### src/rtl/uart_frame_scheduler_if.sv
// Bus between the frame scheduler and its surroundings: channel samples in, UART byte handshake out.
// master = scheduler side, slave = sample source / UART transmitter side.
interface uart_frame_scheduler_if #(
    parameter int NUM_CH = 4
);
    logic [8*NUM_CH-1:0] ch_data;
    logic [NUM_CH-1:0]   ch_en;
    logic                tx_done;
    logic                tx_start;
    logic [7:0]          tx_data;
    logic                frame_done;
    logic                overrun;

    modport master (
        input  ch_data, ch_en, tx_done,
        output tx_start, tx_data, frame_done, overrun
    );

    modport slave (
        output ch_data, ch_en, tx_done,
        input  tx_start, tx_data, frame_done, overrun
    );
endinterface

### src/rtl/uart_frame_scheduler.sv
// Periodic UART frame builder: header 0xA5, channel mask, then one byte per enabled channel.
// Optional trailing XOR checksum byte when FRAME_CHECKSUM_EN is defined.
module uart_frame_scheduler #(
    parameter int NUM_CH   = 4,
    parameter int TICK_DIV = 50_000_000
) (
    input  logic                    clk,
    input  logic                    rst,
    uart_frame_scheduler_if.master  bus
);
    localparam int         CNT_W    = (TICK_DIV > 1) ? $clog2(TICK_DIV) : 1;
    localparam int         IDX_W    = $clog2(NUM_CH + 1);
    localparam logic [7:0] HDR_BYTE = 8'hA5;

    typedef enum logic [2:0] {
        S_IDLE = 3'd0,
        S_HDR  = 3'd1,
        S_MASK = 3'd2,
        S_DATA = 3'd3,
`ifdef FRAME_CHECKSUM_EN
        S_CSUM = 3'd4,
`endif
        S_WAIT = 3'd5
    } state_t;

    state_t              state_q, state_d;
    state_t              sent_q, sent_d;
    logic [CNT_W-1:0]    cnt_q, cnt_d;
    logic [IDX_W-1:0]    ch_idx_q, ch_idx_d;
    logic [NUM_CH-1:0]   en_snap_q, en_snap_d;
    logic [8*NUM_CH-1:0] data_snap_q, data_snap_d;
    logic                tx_start_q, tx_start_d;
    logic [7:0]          tx_data_q, tx_data_d;
    logic                overrun_q, overrun_d;
`ifdef FRAME_CHECKSUM_EN
    logic [7:0]          csum_q, csum_d;
`endif

    logic                tick;
    logic                frame_done_c;
    logic [NUM_CH-1:0]   rem;
    logic                sel_en;
    logic [7:0]          sel_byte;
    logic                issue;
    logic [7:0]          issue_byte;
    logic                frame_end;

    assign tick = (cnt_q == CNT_W'(TICK_DIV - 1));

    // Enabled channels not yet visited; empty means the last sample has gone out.
    generate
        for (genvar gi = 0; gi < NUM_CH; gi++) begin : g_rem
            assign rem[gi] = en_snap_q[gi] && (IDX_W'(gi) >= ch_idx_q);
        end
    endgenerate

    always_comb begin
        sel_en   = 1'b0;
        sel_byte = 8'h00;
        for (int k = 0; k < NUM_CH; k++) begin
            if (IDX_W'(k) == ch_idx_q) begin
                sel_en   = en_snap_q[k];
                sel_byte = data_snap_q[8*k +: 8];
            end
        end
    end

    always_comb begin
        state_d      = state_q;
        sent_d       = sent_q;
        cnt_d        = tick ? '0 : cnt_q + 1'b1;
        ch_idx_d     = ch_idx_q;
        en_snap_d    = en_snap_q;
        data_snap_d  = data_snap_q;
        tx_start_d   = 1'b0;
        tx_data_d    = tx_data_q;
        overrun_d    = overrun_q | (tick && (state_q != S_IDLE));
        frame_done_c = 1'b0;
        issue        = 1'b0;
        issue_byte   = 8'h00;
        frame_end    = 1'b0;
`ifdef FRAME_CHECKSUM_EN
        csum_d       = csum_q;
`endif

        case (state_q)
            S_IDLE: begin
                if (tick) begin
                    en_snap_d   = bus.ch_en;
                    data_snap_d = bus.ch_data;
                    ch_idx_d    = '0;
`ifdef FRAME_CHECKSUM_EN
                    csum_d      = 8'h00;
`endif
                    if (|bus.ch_en) state_d = S_HDR;
                end
            end
            S_HDR: begin
                issue      = 1'b1;
                issue_byte = HDR_BYTE;
                sent_d     = S_HDR;
                state_d    = S_WAIT;
            end
            S_MASK: begin
                issue      = 1'b1;
                issue_byte = 8'(en_snap_q);
                sent_d     = S_MASK;
                state_d    = S_WAIT;
            end
            S_DATA: begin
                // A disabled channel costs exactly one cycle here and sends nothing.
                ch_idx_d = ch_idx_q + 1'b1;
                if (sel_en) begin
                    issue      = 1'b1;
                    issue_byte = sel_byte;
                    sent_d     = S_DATA;
                    state_d    = S_WAIT;
                end
            end
`ifdef FRAME_CHECKSUM_EN
            S_CSUM: begin
                issue      = 1'b1;
                issue_byte = csum_q;
                sent_d     = S_CSUM;
                state_d    = S_WAIT;
            end
`endif
            S_WAIT: begin
                if (bus.tx_done) begin
                    case (sent_q)
                        S_HDR:  state_d = S_MASK;
                        S_MASK: state_d = S_DATA;
                        S_DATA: begin
                            if (|rem) begin
                                state_d = S_DATA;
                            end else begin
`ifdef FRAME_CHECKSUM_EN
                                state_d = S_CSUM;
`else
                                frame_end = 1'b1;
`endif
                            end
                        end
                        default: frame_end = 1'b1;
                    endcase
                end
            end
            default: state_d = S_IDLE;
        endcase

        if (frame_end) begin
            frame_done_c = 1'b1;
            state_d      = S_IDLE;
        end

        if (issue) begin
            tx_start_d = 1'b1;
            tx_data_d  = issue_byte;
`ifdef FRAME_CHECKSUM_EN
            csum_d     = csum_q ^ issue_byte;
`endif
        end
    end

    always_ff @(posedge clk or posedge rst) begin
        if (rst) begin
            state_q     <= S_IDLE;
            sent_q      <= S_IDLE;
            cnt_q       <= '0;
            ch_idx_q    <= '0;
            en_snap_q   <= '0;
            data_snap_q <= '0;
            tx_start_q  <= 1'b0;
            tx_data_q   <= 8'h00;
            overrun_q   <= 1'b0;
`ifdef FRAME_CHECKSUM_EN
            csum_q      <= 8'h00;
`endif
        end else begin
            state_q     <= state_d;
            sent_q      <= sent_d;
            cnt_q       <= cnt_d;
            ch_idx_q    <= ch_idx_d;
            en_snap_q   <= en_snap_d;
            data_snap_q <= data_snap_d;
            tx_start_q  <= tx_start_d;
            tx_data_q   <= tx_data_d;
            overrun_q   <= overrun_d;
`ifdef FRAME_CHECKSUM_EN
            csum_q      <= csum_d;
`endif
        end
    end

    assign bus.tx_start   = tx_start_q;
    assign bus.tx_data    = tx_data_q;
    assign bus.overrun    = overrun_q;
    assign bus.frame_done = frame_done_c;
endmodule
### src/flat_wrapper.sv
// flat-port wrapper written by rule: the top's interface ports become plain ports
module uart_frame_scheduler_flat 
#(
    parameter int NUM_CH   = 4,
    parameter int TICK_DIV = 50_000_000
)
  (clk, rst, bus_ch_data, bus_ch_en, bus_tx_done, bus_tx_start, bus_tx_data, bus_frame_done, bus_overrun);
  uart_frame_scheduler_if #(.NUM_CH(NUM_CH)) bus_i ();
  input  logic clk;
  input  logic rst;
  input wire logic [$bits(bus_i.ch_data)-1:0] bus_ch_data;
  input wire logic [$bits(bus_i.ch_en)-1:0] bus_ch_en;
  input wire logic [$bits(bus_i.tx_done)-1:0] bus_tx_done;
  output wire logic [$bits(bus_i.tx_start)-1:0] bus_tx_start;
  output wire logic [$bits(bus_i.tx_data)-1:0] bus_tx_data;
  output wire logic [$bits(bus_i.frame_done)-1:0] bus_frame_done;
  output wire logic [$bits(bus_i.overrun)-1:0] bus_overrun;
  assign bus_i.ch_data = bus_ch_data;
  assign bus_i.ch_en = bus_ch_en;
  assign bus_i.tx_done = bus_tx_done;
  assign bus_tx_start = bus_i.tx_start;
  assign bus_tx_data = bus_i.tx_data;
  assign bus_frame_done = bus_i.frame_done;
  assign bus_overrun = bus_i.overrun;
  uart_frame_scheduler #(.NUM_CH(NUM_CH), .TICK_DIV(TICK_DIV)) u_core (.clk(clk), .rst(rst), .bus(bus_i));
endmodule
### config.mk
export PLATFORM = sky130hd
export DESIGN_NAME = uart_frame_scheduler_flat
export DESIGN_NICKNAME = d
export VERILOG_FILES = /design/src/rtl/uart_frame_scheduler_if.sv /design/src/rtl/uart_frame_scheduler.sv /design/src/flat_wrapper.sv
export SDC_FILE = /design/constraint.sdc
export NUM_CORES = 1
export LEC_CHECK = 0
export ABC_AREA = 1
export BUFFER_PORTS_ARGS = -buffer_cell sky130_fd_sc_hd__buf_2
export CORE_UTILIZATION = 60
export CTS_BUF_LIST = sky130_fd_sc_hd__clkbuf_4
export CTS_CLUSTER_SIZE = 10
export DETAILED_ROUTE_END_ITERATION = 8
export HOLD_SLACK_MARGIN = 0.03
export PLACE_DENSITY = 0.92
export SETUP_SLACK_MARGIN = 0.4
export SYNTH_ARGS = -nofsm -noshare
export SYNTH_HDL_FRONTEND = slang
export SYNTH_SLANG_ARGS = --single-unit
### constraint.sdc
create_clock -name clk -period 3.1 [get_ports clk]
set_clock_uncertainty 0.05 [all_clocks]
set_input_delay 0.155 -clock clk [delete_from_list [all_inputs] [get_ports clk]]
set_output_delay 0.155 -clock clk [all_outputs]
set_load 0.02 [all_outputs]
; ---- Word level (Yosys, flattened, before mapping)
; Index checks and enable logic that the tools add are counted.
[word_totals]
ff_bits = 81
wordCells = 84
[classes]
addsub = 2
order_cmp = 4
eq_ne = 19
muxes = 31
bitwise_logic = 1
reduce_logical = 18
[op_table]
columns = operator, count
row1 = $mux 8, 5
row2 = $add 26x1->26 const B, 1
row3 = $eq 26x26->1 const B, 1
row4 = $mux 26, 1
row5 = $mux 3, 8
row6 = $pmux 8 s3, 1
row7 = $pmux 3 s3, 2
row8 = $eq 3x2->1 const B, 4
row9 = $pmux 3 s4, 1
row10 = $mux 1, 10
row11 = $ne 3x1->1 const B, 3
row12 = $reduce_or 4->1, 2
row13 = $eq 2x3->1 const A, 2
row14 = $eq 3x1->1 const B, 2
row15 = $ge 1x3->1 const A, 2
row16 = $ge 2x3->1 const A, 2
row17 = $logic_not 3->1, 2
row18 = $pmux 3 s2, 1
row19 = $reduce_and 2->1, 3
row20 = $reduce_and 6->1, 1
row21 = $reduce_bool 3->1, 2
row22 = $logic_and 1x1->1, 5
row23 = $ne 5x3->1 const B, 1
row24 = $ne 2x1->1 const B, 2
row25 = 9 further kinds, 11

; ---- Longest topological paths before layout
; Gate-level depths: netlist (run 1).
[logic_depth]
depth_word = 9
depth_mapped = 14

; ---- Worst setup path after synthesis (run 1)
; OpenSTA, ideal clock, no wires.
[synth_path]
path_kind = reg2reg
startpoint = register u_core.ch_idx_q[0]
endpoint = register u_core.sent_q[0]
setup_time_ps = 132
arrival_ps = 1627
required_time_ps = 2918
setup_slack_ps = 1291
stages_incl_launch_ff = 12
period_less_slack_ps = 1809
cell_sequence = dfrtp_1 > buf_2 > inv_1 > ha_1 > nand2_2 > o21ai_1 > inv_2 > nand2_4 > nand2_4 > o21bai_4 > buf_6 > a21oi_1
[synth_between]
elab_chain_len = 7
[synth_lines]
columns = item, line_no
row1 = "start, declared", uart_frame_scheduler.sv:29  ; logic [IDX_W-1:0] ch_idx_q, ch_idx_d;
row2 = "start signal, assigned", uart_frame_scheduler.sv:183  ; ch_idx_q <= ch_idx_d;
row3 = $logic_not 3->1, uart_frame_scheduler.sv:61  ; if (IDX_W'(k) == ch_idx_q) begin
row4 = $mux 1 (3 in a row), uart_frame_scheduler.sv:61
row5 = $mux 1 *, uart_frame_scheduler.sv:61
row6 = $ne 2x1->1 (no line) *, --
row7 = $reduce_and 2->1 (no line) *, --
row8 = "end signal, assigned", uart_frame_scheduler.sv:181  ; sent_q <= sent_d;
row9 = "end, declared", uart_frame_scheduler.sv:27  ; state_t sent_q, sent_d;
; Every way passes the cells marked *; elsewhere a longest branch is shown, timed or not.
; A chain may end at the register's enable or synchronous reset.

; ---- Worst setup path in the final report (run 1)
[layout_path]
startpoint = register u_core.ch_idx_q[0]
endpoint = output bus_frame_done
[layout_between]
elab_chain_len = 8
[layout_lines]
columns = item, line_no
row1 = $ge 1x3->1 or $ge 2x3->1 (tied branches), uart_frame_scheduler.sv:53  ; assign rem[gi] = en_snap_q[gi] && (IDX_W'(gi) >= ch_idx_q);
row2 = $logic_and 1x1->1, uart_frame_scheduler.sv:53
row3 = $reduce_or 4->1 *, uart_frame_scheduler.sv:134  ; if (|rem) begin
row4 = $mux 1 *, uart_frame_scheduler.sv:134
row5 = $pmux 1 s2 *, uart_frame_scheduler.sv:130  ; case (sent_q)
row6 = $mux 1 *, uart_frame_scheduler.sv:129  ; if (bus.tx_done) begin
row7 = $mux 1 *, uart_frame_scheduler.sv:86  ; case (state_q)
row8 = $mux 1 *, uart_frame_scheduler.sv:151  ; if (frame_end) begin
row9 = "end, declared", flat_wrapper.sv:16  ; output wire logic [$bits(bus_i.frame_done)-1:0] bus_frame_done;
; Marked as above.

==> results of run 1 <==
==> logic make-up after synthesis <==
group	Yosys count
adders and majority gates	6
DFF	80
and+or+nand+nor	333
AOI/OAI and AO/OA	40
xor gates and xnor gates	18
buffers and inverters	66
==> worst paths after layout <==
kind | end | slack [ps] | cells past startpoint
max | bus_frame_done | 690 | 10
min | u_core.data_snap_q[1] | 280 | 4
max reg2reg | u_core.sent_q[1] | 850 | 10
min reg2reg | u_core.cnt_q[0] | 450 | 1
max in group asynchronous | u_core.bus.overrun | 2190 | 4
min in group clk | u_core.data_snap_q[28] | 390 | 4
==> cells in the mapped netlist <==
master / instances / area, µm²
or3_1: 1 / 6.26
nor2_4: 2 / 22.5
nor3_2: 2 / 20.0
inv_1: 44 / 165
or2_2: 2 / 12.5
o21bai_4: 1 / 18.8
ha_1: 6 / 75.1
dfrtp_1: 80 / 2000
o21bai_1: 1 / 7.51
nor2_1: 55 / 206
nand3_2: 9 / 90.1
buf_2: 5 / 25.0
o21a_1: 1 / 7.51
nand3b_1: 1 / 7.51
nand4_1: 9 / 56.3
nor3_1: 10 / 50.1
o21ai_1: 5 / 25.0
clkinv_1: 1 / 3.75
nor2_2: 2 / 12.5
nor3_4: 1 / 16.3
nor4_2: 1 / 12.5
o211ai_1: 10 / 75.1
a21oi_4: 1 / 16.3
xnor2_1: 5 / 43.8
nand2_1: 183 / 687
o21ai_0: 10 / 50.1
a21oi_1: 11 / 55.1
xor2_1: 13 / 114
nor4_1: 2 / 12.5
nand2_2: 13 / 81.3
inv_4: 1 / 6.26
nand4_2: 1 / 12.5
clkinv_2: 1 / 5.00
nand2_4: 4 / 45.0
inv_2: 6 / 22.5
nand3_1: 35 / 175
buf_6: 8 / 90.1
==> worst reg2reg max path, cell delays in order (launching register included) <==
cell,delay [ps]
dfrtp_1,520
inv_1,160
ha_1,260
nand2_2,210
o21ai_1,210
inv_2,60
nand2_4,90
nand2_4,50
o21bai_4,360
nand2_1,100
o21ai_0,100
==> layout make-up <==
type / count / area [µm²] / share of cell area, %
Multi-Input combinational cell: 397 / 2010 / 39.2
Clock buffer: 9 / 67.6 / 1.31
Timing Repair Buffer: 89 / 641 / 12.5
Clock inverter: 7 / 96.3 / 1.87
Sequential cell: 80 / 2000 / 38.9
Tap cell: 96 / 120 / 2.34
Inverter: 53 / 203 / 3.94
==> per-layer routing <==
layer / GRT usage [%] / share of wire (%) / vias up
met3: 6.73 / 5.7 / 37
met4: 16.1 / 3.3 / 0
met5: 0 / 0 / -
li1: - / - / 1902
met2: 57.3 / 52 / 187
met1: 35.9 / 39 / 1871
==> power breakdown <==
part | switching [mW] | total (mW) | internal (mW)
registers | 0 | 1.04 | 1.04
clock network | 0.374 | 0.700 | 0.326
logic | 0.0376 | 0.0878 | 0.0501
total | 0.412 | 1.83 | 1.42
==> flip-flops by register name (all words and copies together), names as in the netlist <==
signal	count
u_core.ch_idx_q	3
u_core.bus.tx_data	8
u_core.bus.overrun	1
u_core.sent_q	2
u_core.en_snap_q	4
u_core.bus.tx_start	1
u_core.data_snap_q	32
u_core.cnt_q	26
u_core.state_q	3
==> timing repair <==
action / CTS / global route
endpoints found under the hold margin: 118 / 0
gates resized for setup: 0 / 0
hold buffers: 38 / 0
==> through the flow <==
step / setup WS (ps) / util (%)
after floorplan: 843 / -
after global placement: 1020 / 67.0
after detailed placement: 900 / 67.0
after CTS: 694 / 74.9
after global routing: 546 / 74.9
final: 693 / 74.9
==> results.yml, run 1 <==
finish:
  nets: 675
  drive_gt1_share_pct: 18.0
  stdcell_count: 731
  final_common_cell: "nand2_1"
  syn_to_final_growth_pct: 18.7
  postLayoutCellArea_um2: 5140
  layout.cells.most_common_list: "nand2_1, dfrtp_1, nor2_1"
  diodes: 0
  fillCellCount: 480
place:
  gp_congestion: 0.985
  place_inst: 677
  post-dp-hpwl_um: 7270
  post_dp_cell_area_um2: 4600
  port_buffers: 49
clock_network:
  path_clk_slew_ps: 130
  cts_made_buffers: 9
  cts_root_buf: "clkbuf_4"
  cts.sinks: 80
  clkLatencyLatePin_ps: 430
  clockBufferDepth: 2
  post_cts_buffers: 0
  cts_tree: "done"
  htree_levels: 3
die:
  rows: 30
  core_um2: 6870
  fp.dieW_um: 87.0
  initial_core_util_pct: 63.1
  dieArea_um2: 7570
  ios: 50
  die_h_um: 87.0
grt:
  grt_use_total_pct: 32.0
  grt_pass1_vias: 4110
  gr-total-overflow: 0
  grt_start_max_net_pins: 51
  grt_pass1_wl_um: 18300
  antenna_found_initial: 0
setup_path:
  cp.required_ps: 2890
  crit_arrival_ps: 2200
  worstSetupStartpoint: "u_core.ch_idx_q[0]"
  start_kind: "flip-flop"
  cp_num_buf_inv: 2
  worstPathMaxFanout: 10
  path_class: "reg2out"
  path_cells: "inv_1 > ha_1 > nand2_1 > nor2_1 > nor2_1 > nand3_1 > nand2_1 > nand2_1 > nor2_1 > buf_2"
  critPathTopFamily: "simple AND/OR/NAND/NOR gates"
  end_kind: "output pin"
  max_stage_delay_ps: 570
  r2r-start: "u_core.ch_idx_q[0]"
  cp_slowest_cell: "dfrtp_1"
synthesis:
  synth_seq_area_share_pct: 46.2
  postSynthAreaPerCell_um2: 7.98
  synth.area.mux_share_pct: 0
  netlist_instances: 543
  synth_xor_area_share_pct: 3.64
  synth_warnings: 0
  synth_adder_area_share_pct: 1.73
  ys_types: 37
  synthSimpleGateAreaFrac_pct: 35.2
  synth_top_family_by_area: "simple AND/OR/NAND/NOR gates"
  syn_area_um2: 4330
  syn_nets: 588
  synth_seq_cells: 80
  synth-compound-area-share_pct: 5.89
routing:
  wl_per_cell_um: 15.0
  drtIter0Drc: 299
  dr_total_vias: 3997
  viasPerCell: 5.47
  first_pass_iters: 5
  drc: 0
  ant_nets: 0
  drt_wl_total_um: 11000
power_and_ir_drop:
  peakVddDrop_uv: 314
  power_mw: 1.83
  p_leak_nw: 2.54
  p_per_area_nw_per_um2: 356
sta:
  rsz0062_at_grt: "false"
  slew_violations: 0
  layout_min_cycle_time_ps: 2410
  hold_ws_ps: 277
  finalCritPeriodShare_pct: 77.7
  worstMarginPinSlew_ps: 619
  finalHoldViolations: 0
  slew_headroom_pct: 58.7
  finalSetupViolations: 0
  fmax_mhz: 415
  tns_ps: 0
min_path:
  hold_path_class: "in2async"
job:
  max-cap-violations: 0
status:
  outcome: "finished clean"
Note: power is estimated with default switching activity, not from simulation.
==> inputs of run 2 (changes only) <==
Settings changed: ABC_AREA 1 to 0, CORE_UTILIZATION 60 to 54, PLACE_DENSITY 0.92 to 0.88.
Clock period 3.1 ns to 2 ns, I/O delays scaled along.
==> results.yml, run 2 <==
status:
  outcome: "complete, but fails checks"
  violations: "negative setup slack"
die:
  initial_core_util_pct: 56.8
  rows: 30
  core_um2: 6910
  dieArea_um2: 7620
  fp.dieW_um: 87.3
  die_h_um: 87.3
  ios: 50
finish:
  layout.cells.most_common_list: "dfrtp_1, buf_2, buf_4"
  utilization_pct: 86.9
  largest-register: "u_core.data_snap_q"
  drive_gt1_share_pct: 42.9
  fillCellCount: 285
  postLayoutCellArea_um2: 6000
  largest_reg_flops: 32
  diodes: 0
  nets: 572
  syn_to_final_growth_pct: 52.8
  final_common_cell: "dfrtp_1"
  stdcell_count: 628
sta:
  finalSetupViolations: 66
  hold_ws_ps: 181
  worstMarginPinSlew_ps: 434
  rsz0062_at_grt: "true"
  slew_violations: 0
  slew_headroom_pct: 71.1
  finalCritPeriodShare_pct: 111
  finalHoldViolations: 0
  fmax_mhz: 451
  setup_slack_ps: -217
  layout_min_cycle_time_ps: 2220
clock_network:
  cts_tree: "done"
  path_clk_slew_ps: 190
  cts_root_buf: "clkbuf_4"
  cts_made_buffers: 9
  clockBufferDepth: 2
  cts.sinks: 80
  htree_levels: 3
  clkLatencyLatePin_ps: 510
synthesis:
  synth_warnings: 0
  synth_seq_cells: 80
  synth_seq_area_share_pct: 51.0
  synth.most_common_cell: "dfrtp_1"
  synth.area.mux_share_pct: 10.3
  synth.area.top_cells: "dfrtp_1, mux2_1, nor2_1, nand2_1, nand3_1"
  synth_adder_area_share_pct: 1.91
  netlist_instances: 369
  synth-compound-area-share_pct: 9.66
  syn_nets: 414
  synth_top_family_by_area: "simple AND/OR/NAND/NOR gates"
  yosys.area.top_type_share_pct: 51.0
  syn_area_um2: 3930
  yosys-top-cells-count: "dfrtp_1, nor2_1, nand2_1"
  synth_edf_count: 0
  synth_xor_area_share_pct: 4.91
  ys.flop_type: "dfrtp_1"
  ys_types: 47
  postSynthAreaPerCell_um2: 10.6
  synthSimpleGateAreaFrac_pct: 19.5
  synth_top_area_cell: "dfrtp_1"
  synthArstFlopShare_pct: 100
setup_path:
  path_class: "reg2reg"
  cp.required_ps: 2340
  end_kind: "flip-flop"
  start_kind: "flip-flop"
  crit_arrival_ps: 2560
  worstPathMaxFanout: 6
power_and_ir_drop:
  switching_power_mw: 2.19
  p_per_area_nw_per_um2: 853
  combPwrFrac_pct: 41.3
  pwr-share-clk_pct: 22.1
  peakVddDrop_uv: 575
  internal_power_mw: 2.93
  p_leak_nw: 2.81
  switching_share_pct: 42.8
  seqPwrFrac_pct: 36.6
grt:
  grt_start_max_net_pins: 81
  antenna_found_initial: 1
  grt_pass1_wl_um: 20300
  grt_pass1_vias: 3964
  grt_use_total_pct: 36.5
  gr-total-overflow: 0
routing:
  viasPerCell: 6.77
  drt_wl_total_um: 17100
  first_pass_iters: 8
  wl_per_cell_um: 27.3
  drc: 0
  drtIter0Drc: 484
  dr_total_vias: 4254
  ant_nets: 0
min_path:
  hold_path_class: "in2async"
place:
  post-place-ws_ps: -109
  post_dp_cell_area_um2: 4620
  place_inst: 538
  gp_congestion: 0.826
  port_buffers: 49
  post-dp-hpwl_um: 6430
job:
  max-cap-violations: 0
[run 2: cell type report]
cell class / count / area, µm² / area share, %
clock inverters: 7 / 77.6 / 1.29
repair buffers: 160 / 1390 / 23.2
multi-input cells: 267 / 2300 / 38.3
flip-flops and latches: 80 / 2000 / 33.4
inverters: 9 / 40.0 / 0.667
well taps: 96 / 120 / 2.00
clock buffers: 9 / 67.6 / 1.13
[run 2: kinds of logic after synthesis]
family,Yosys count
buffers and inverters,22
DFF,80
xor gates and xnor gates,22
AOI/OAI and AO/OA,57
adders and majority gates,6
muxes,36
and+or+nand+nor,146
[run 2: metal layers]
layer,GRT usage (%),vias to the layer above,part of all wire (%)
li1,-,1631,-
met1,43.7,2024,34
met2,58.2,433,45
met3,9.57,164,13
met4,23.8,2,8.3
met5,0,-,0.13
[run 2: power groups by stage]
stage	sequential [mW]	clock (mW)	combinational (mW)
after floorplan	1.90	0	0.915
after global placement	1.88	0	1.34
after detailed placement	1.89	0	1.39
after CTS	1.84	1.01	1.64
after global routing	1.87	1.18	2.20
final	1.87	1.13	2.11
[run 2: critical path, cell delays in order (launching register included)]
cell,delay (ps)
dfrtp_2,500
buf_12,150
ha_4,200
nor2b_4,250
a32oi_4,120
a211oi_4,420
nor2_1,120
a221o_1,290
[run 2: path summary, 6_finish.rpt]
kind                                    endpoint  cells past startpoint  slack (ps)          startpoint
max in group asynchronous       u_core.cnt_q[15]                      4        1330                 rst
max                        u_core.bus.tx_data[1]                      7        -220  u_core.ch_idx_q[1]
min reg2reg                   u_core.bus.overrun                      1         430  u_core.bus.overrun
min in group clk           u_core.data_snap_q[4]                      3         320      bus_ch_data[4]
max reg2reg                u_core.bus.tx_data[1]                      7        -220  u_core.ch_idx_q[1]
min                           u_core.ch_idx_q[1]                      4         180                 rst
[run 2: stage by stage]
stage | power [mW] | setup TNS (ps)
final | 5.12 | -8790
after global placement | 3.23 | -1250
after detailed placement | 3.27 | -3270
after floorplan | 2.81 | -5040
after global routing | 5.24 | -15200
after CTS | 4.49 | -1700
[run 2: what timing repair did]
action                                 in CTS  in global routing
endpoints found under the hold margin     119                  0
gates cloned                                1                  6
setup buffers                              18                 11
hold buffers                               38                  0
pin swaps                                  10                 19
setup endpoints to repair                  73                 75
gates resized for setup                    28                 87
